### src/rtl/axi_lite_master_seq.sv
// Single-outstanding AXI4-Lite master: one command in, one AXI-Lite transaction out,
// one response back. Every AXI wait is bounded by P_TIMEOUT cycles.
module axi_lite_master_seq #(
  parameter int unsigned P_M_AXI_DATA_WIDTH = 32,
  parameter int unsigned P_M_AXI_ADDR_WIDTH = 16,
  parameter int unsigned P_TIMEOUT          = 1024
) (
  input  logic                          clock,
  input  logic                          reset,
  // command stream
  input  logic                          i_cmd_valid,
  output logic                          o_cmd_ready,
  input  logic                          i_cmd_rnw,
  input  logic [P_M_AXI_ADDR_WIDTH-1:0] i_cmd_addr,
  input  logic [P_M_AXI_DATA_WIDTH-1:0] i_cmd_wdata,
  // response stream
  output logic                          o_rsp_valid,
  input  logic                          i_rsp_ready,
  output logic [P_M_AXI_DATA_WIDTH-1:0] o_rsp_rdata,
  output logic [1:0]                    o_rsp_resp,
  output logic                          o_rsp_timeout,
  output logic                          o_busy,
  // AXI-Lite write channels
  output logic [P_M_AXI_ADDR_WIDTH-1:0] m_axi_awaddr,
  output logic                          m_axi_awvalid,
  input  logic                          m_axi_awready,
  output logic [P_M_AXI_DATA_WIDTH-1:0] m_axi_wdata,
  output logic                          m_axi_wvalid,
  input  logic                          m_axi_wready,
  input  logic [1:0]                    m_axi_bresp,
  input  logic                          m_axi_bvalid,
  output logic                          m_axi_bready,
  // AXI-Lite read channels
  output logic [P_M_AXI_ADDR_WIDTH-1:0] m_axi_araddr,
  output logic                          m_axi_arvalid,
  input  logic                          m_axi_arready,
  input  logic [P_M_AXI_DATA_WIDTH-1:0] m_axi_rdata,
  input  logic [1:0]                    m_axi_rresp,
  input  logic                          m_axi_rvalid,
  output logic                          m_axi_rready
);

  localparam int unsigned     CntW   = $clog2(P_TIMEOUT);
  localparam logic [CntW-1:0] CntMax = CntW'(P_TIMEOUT - 1);

  typedef enum logic [2:0] {
    StIdle,
    StWrAddrData,
    StWrResp,
    StRdAddr,
    StRdData,
    StResp
  } state_e;

  state_e          state_q;
  logic [CntW-1:0] cnt_q;
  logic [CntW-1:0] cnt_inc;

  logic aw_fin;
  logic w_fin;
  logic advance;
  logic waiting;
  logic timeout_hit;

  // A write channel is finished once its valid has dropped or is handshaking now.
  assign aw_fin  = !m_axi_awvalid || m_axi_awready;
  assign w_fin   = !m_axi_wvalid || m_axi_wready;
  assign cnt_inc = (cnt_q == CntMax) ? cnt_q : cnt_q + 1'b1;

  always_comb begin
    advance = 1'b0;
    waiting = 1'b1;
    unique case (state_q)
      StWrAddrData: advance = aw_fin && w_fin;
      StWrResp:     advance = m_axi_bvalid;
      StRdAddr:     advance = m_axi_arready;
      StRdData:     advance = m_axi_rvalid;
      default:      waiting = 1'b0;
    endcase
  end

  // A handshake landing on the threshold cycle takes priority over the abort.
  assign timeout_hit = waiting && !advance && (cnt_q == CntMax);

  always_ff @(posedge clock) begin
    if (!reset) begin
      state_q       <= StIdle;
      cnt_q         <= '0;
      o_cmd_ready   <= 1'b0;
      o_rsp_valid   <= 1'b0;
      o_rsp_rdata   <= '0;
      o_rsp_resp    <= 2'b00;
      o_rsp_timeout <= 1'b0;
      o_busy        <= 1'b0;
      m_axi_awaddr  <= '0;
      m_axi_awvalid <= 1'b0;
      m_axi_wdata   <= '0;
      m_axi_wvalid  <= 1'b0;
      m_axi_bready  <= 1'b0;
      m_axi_araddr  <= '0;
      m_axi_arvalid <= 1'b0;
      m_axi_rready  <= 1'b0;
    end else if (timeout_hit) begin
      // Abort: withdraw every valid/ready so a late beat is never accepted.
      state_q       <= StResp;
      cnt_q         <= '0;
      m_axi_awvalid <= 1'b0;
      m_axi_wvalid  <= 1'b0;
      m_axi_bready  <= 1'b0;
      m_axi_arvalid <= 1'b0;
      m_axi_rready  <= 1'b0;
      o_rsp_valid   <= 1'b1;
      o_rsp_resp    <= 2'b10;
      o_rsp_timeout <= 1'b1;
      o_rsp_rdata   <= '0;
    end else begin
      unique case (state_q)
        StIdle: begin
          o_cmd_ready <= 1'b1;
          if (o_cmd_ready && i_cmd_valid) begin
            o_cmd_ready   <= 1'b0;
            o_busy        <= 1'b1;
            o_rsp_timeout <= 1'b0;
            cnt_q         <= '0;
            if (i_cmd_rnw) begin
              m_axi_araddr  <= i_cmd_addr;
              m_axi_arvalid <= 1'b1;
              state_q       <= StRdAddr;
            end else begin
              m_axi_awaddr  <= i_cmd_addr;
              m_axi_wdata   <= i_cmd_wdata;
              m_axi_awvalid <= 1'b1;
              m_axi_wvalid  <= 1'b1;
              state_q       <= StWrAddrData;
            end
          end
        end

        StWrAddrData: begin
          if (m_axi_awvalid && m_axi_awready) m_axi_awvalid <= 1'b0;
          if (m_axi_wvalid && m_axi_wready)   m_axi_wvalid  <= 1'b0;
          if (advance) begin
            m_axi_bready <= 1'b1;
            cnt_q        <= '0;
            state_q      <= StWrResp;
          end else begin
            cnt_q <= cnt_inc;
          end
        end

        StWrResp: begin
          if (advance) begin
            m_axi_bready  <= 1'b0;
            o_rsp_resp    <= m_axi_bresp;
            o_rsp_rdata   <= '0;
            o_rsp_timeout <= 1'b0;
            o_rsp_valid   <= 1'b1;
            cnt_q         <= '0;
            state_q       <= StResp;
          end else begin
            cnt_q <= cnt_inc;
          end
        end

        StRdAddr: begin
          if (advance) begin
            m_axi_arvalid <= 1'b0;
            m_axi_rready  <= 1'b1;
            cnt_q         <= '0;
            state_q       <= StRdData;
          end else begin
            cnt_q <= cnt_inc;
          end
        end

        StRdData: begin
          if (advance) begin
            m_axi_rready  <= 1'b0;
            o_rsp_rdata   <= m_axi_rdata;
            o_rsp_resp    <= m_axi_rresp;
            o_rsp_timeout <= 1'b0;
            o_rsp_valid   <= 1'b1;
            cnt_q         <= '0;
            state_q       <= StResp;
          end else begin
            cnt_q <= cnt_inc;
          end
        end

        StResp: begin
          if (i_rsp_ready) begin
            o_rsp_valid <= 1'b0;
            o_busy      <= 1'b0;
            o_cmd_ready <= 1'b1;
            cnt_q       <= '0;
            state_q     <= StIdle;
          end
        end

        default: begin
          state_q <= StIdle;
        end
      endcase
    end
  end

endmodule
### config.mk
export PLATFORM = sky130hd
export DESIGN_NAME = axi_lite_master_seq
export DESIGN_NICKNAME = d
export VERILOG_FILES = /design/src/rtl/axi_lite_master_seq.sv
export SDC_FILE = /design/constraint.sdc
export NUM_CORES = 1
export LEC_CHECK = 0
export ABC_CLOCK_PERIOD_IN_PS = 3700
export BUFFER_PORTS_ARGS = -buffer_cell sky130_fd_sc_hd__buf_2
export CAP_MARGIN = 20
export CORE_UTILIZATION = 30
export CTS_CLUSTER_SIZE = 16
export DETAILED_ROUTE_END_ITERATION = 8
export GPL_ROUTABILITY_DRIVEN = 1
export PLACE_DENSITY_LB_ADDON = 0.3
export SLEW_MARGIN = 30
export SYNTH_ARGS = -nofsm -noshare
export SYNTH_HDL_FRONTEND = slang
export SYNTH_SLANG_ARGS = --single-unit
### constraint.sdc
create_clock -name clock -period 3.7 [get_ports clock]
set_input_delay 0.37 -clock clock [delete_from_list [all_inputs] [get_ports clock]]
set_output_delay 0.37 -clock clock [all_outputs]
set_load 0.02 [all_outputs]
==> impl_metrics.env <==
export IMPL_antenna_found_initial=1
export IMPL_rows=45
export IMPL_slowest_delay_ps=790
export IMPL_synthDistinctLibCells=52
export IMPL_layout_nets=826
export IMPL_grt_start_max_net_pins=50
export IMPL_dieArea_mm2=0.0162
export IMPL_drv_cap=0
export IMPL_grt_overflow_total=0
export IMPL_tightest_slew_ps=863
export IMPL_cts_max_level=4
export IMPL_dpl_worst_slack_ps=1140
export IMPL_synth_area_mm2=0.00471
export IMPL_hold_violations=0
export IMPL_fin_tns_setup_ps=0
export IMPL_max_freq_mhz=384
export IMPL_holdPathEnd="m_axi_wdata[9]$_SDFFE_PN0P_"
export IMPL_wl_um=13400
export IMPL_yosys_area_top_type="dfxtp_1"
export IMPL_start_util_pct=30.9
export IMPL_path_class="flop to flop"
export IMPL_syn_to_final_growth_pct=36.4
export IMPL_clock_sinks=120
export IMPL_core_area_mm2=0.0153
export IMPL_yosysWarnings=0
export IMPL_dr_pass1_iters=5
export IMPL_min_period_over_period_pct=70.4
export IMPL_clkSlewWorstSetupHoldPaths_ps=60
export IMPL_grt_pass1_wl_um=21300
export IMPL_yosysTopAreaCellShare_pct=51.0
export IMPL_synth_top_flop_cell="dfxtp_1"
export IMPL_viasPerCell=4.74
export IMPL_skew_ps=8.97
export IMPL_wl_per_cell_um=14.1
export IMPL_fin_ws_ps=1090
export IMPL_yosys_register_bits=120
export IMPL_holdPathStages=3
export IMPL_critPathLaunchType="flop"
export IMPL_die_w_um=127
export IMPL_port_buffers=200
export IMPL_syn_inst=545
export IMPL_cp_arrival_ps=2890
export IMPL_drtIter0Drc=210
export IMPL_grt_pass1_vias=4198
export IMPL_ys_seq_area_share_pct=51.0
export IMPL_synthTopCellsByArea="dfxtp_1 51%, nand2_1 8.6%, a21oi_1 6.6%, a22oi_1 5.1%, nor2_1 4.5%"
export IMPL_r2r_end="m_axi_rready$_SDFFE_PP0P_"
export IMPL_grt_setup_unrepaired="no"
export IMPL_finalNonFillerCells=953
export IMPL_cts_tree="built"
export IMPL_hp_class="input port to flop"
export IMPL_p_per_area_mw_per_mm2=633
export IMPL_maxSlewViolCount=0
export IMPL_antenna_left=0
export IMPL_gr_usage_all_layers_pct=16.9
export IMPL_fin_crit_ps=2610
export IMPL_num_vias=4518
export IMPL_antennaDiodeCount=0
export IMPL_cp_max_fo=25
export IMPL_reg2reg_slack_ps=1090
export IMPL_route_detailed_drc=0
export IMPL_cts_made_buffers=17
export IMPL_outcome="complete, no violations"
export IMPL_p_leak_nw=2.87
export IMPL_synth_nets=640
export IMPL_postSynthAreaPerCell_um2=8.64
export IMPL_required_ps=3980
export IMPL_dpl_hpwl_um=9210
export IMPL_setup_viol=0
export IMPL_async_flop_share_pct=0
export IMPL_cts_root_buf="clkbuf_16"
export IMPL_crit_slowest_cell="dfxtp_1"
export IMPL_worstHoldStart="i_cmd_wdata[9]"
export IMPL_ctsHoldBuffers=0
export IMPL_path_cells="nor4b_1 > a211oi_2 > o31ai_4 > buf_6 > buf_12 > a21oi_1"
export IMPL_clock_path_buffers=2
export IMPL_synth_edf_count=0
export IMPL_peakVddDrop_mv=0.319
export IMPL_io_pins=201
export IMPL_slew_limit_headroom_pct=42.5
export IMPL_end_kind="flop"
export IMPL_place_gp_congestion=0.786
export IMPL_reg2reg_from="state_q[2]$_SDFFE_PN0P_"
export IMPL_drive_above_1_share_pct=34.0
export IMPL_die_height_um=127
export IMPL_dp_cells=923
export IMPL_clock_latency_ps=410
export IMPL_post_cts_setup_buffers=0
export IMPL_whs_ps=194
export IMPL_r2r_cells=6
export IMPL_cts_resized=0
critical path: cells and delay by family, from the launching register on:
kind	cells	cell delay [ps]
AOI/OAI and AO/OA	3	770
and+or+nand+nor	1	480
buffers and inverters	2	420
DFF	1	790
report_power, final:
part	switching, W	internal [W]	leakage (nW)	total (W)
clock	0.000586	0.00100	0.275	0.00159
sequential	0.000119	0.00142	0.971	0.00154
combinational	0.000602	0.000338	1.62	0.000940
worst max path at each step:
stage,from,to,slack (ps)
after global placement,state_q[2]$_SDFFE_PN0P_,m_axi_rready$_SDFFE_PP0P_,940
final,state_q[2]$_SDFFE_PN0P_,m_axi_rready$_SDFFE_PP0P_,1090
after CTS,state_q[2]$_SDFFE_PN0P_,m_axi_rready$_SDFFE_PP0P_,1120
after detailed placement,state_q[2]$_SDFFE_PN0P_,o_rsp_rdata[7]$_SDFFE_PP0P_,1140
after global routing,state_q[2]$_SDFFE_PN0P_,o_rsp_rdata[13]$_SDFFE_PP0P_,800
after floorplan,cnt_q[0]$_SDFFE_PP0P_,cnt_q[0]$_SDFFE_PP0P_,1700
cell usage after synthesis (2+ instances only):
cell,number
nor3_1,4
o21ai_0,12
or4_1,3
a311oi_1,7
inv_1,8
o22ai_1,2
mux2i_1,18
buf_2,10
a211oi_1,2
nand4b_1,2
nand3b_1,2
dfxtp_1,120
mux2_2,2
nand2b_1,3
nand2_1,108
a2111oi_0,2
a31oi_1,5
nand3_1,8
o211ai_1,2
a22oi_1,32
nor2b_1,6
clkbuf_1,25
nor4b_1,2
or3_1,5
buf_6,4
a21oi_1,62
nor4_1,3
a21o_1,2
nor3b_1,2
nor2_1,57
nand4_1,3
o31a_1,2
logic make-up after synthesis:
group | Yosys count | synth area share, %
adder cells (fa/ha/maj) | 1 | 0.266
AO/OA/AOI/OAI | 138 | 18.9
AND/OR/NAND/NOR | 216 | 20.5
XOR/XNOR | 1 | 0.186
multiplexers | 20 | 4.30
buffers and inverters | 49 | 4.89
flip-flops | 120 | 51.0
layout make-up:
type	instances	area, um2
Fill cell	1546	8830
Multi-Input combinational cell	376	2090
Sequential cell	120	2400
Tap cell	211	264
Timing Repair Buffer	207	1070
Clock inverter	11	125
Clock buffer	19	443
Inverter	9	33.8
layer usage:
layer / wire [um] / global-route usage (%) / share of wire [%]
met1: 6110 / 20.1 / 46
met2: 5960 / 26.7 / 44
met3: 1210 / 7.83 / 9.0
met4: 113 / 5.88 / 0.84
met5: 11 / 0 / 0.082
stage by stage:
stage          total power (W)  util [%]  cell area (um2)
5_1_grt                0.00430      42.1             6430
4_1_cts                0.00412      42.1             6420
2_1_floorplan          0.00221         -             4710
6_report               0.00407      42.1             6430
3_3_place_gp           0.00251      38.3             5840
3_5_place_dp           0.00251      38.4             5860
placed cells by master, fill, tap and decap left out, types with 4 or more instances in the layout:
cell type,n
a311oi_1,7
a22oi_1,32
nor3_1,4
inv_1,8
nand2_1,108
mux2i_1,18
o21ai_0,12
dfxtp_1,120
nor2b_1,6
buf_2,200
nand3_1,8
nor2_1,57
a21oi_1,62
clkbuf_16,17
or3_1,5
buf_4,5
a31oi_1,5
sequential cells by signal, summed over array words and instances (netlist names), 2 cells and up:
register      cells
m_axi_araddr     16
m_axi_wdata      32
o_rsp_resp        2
state_q           3
m_axi_awaddr     16
o_rsp_rdata      32
cnt_q            10
Note: power is estimated with default switching activity, not from simulation.
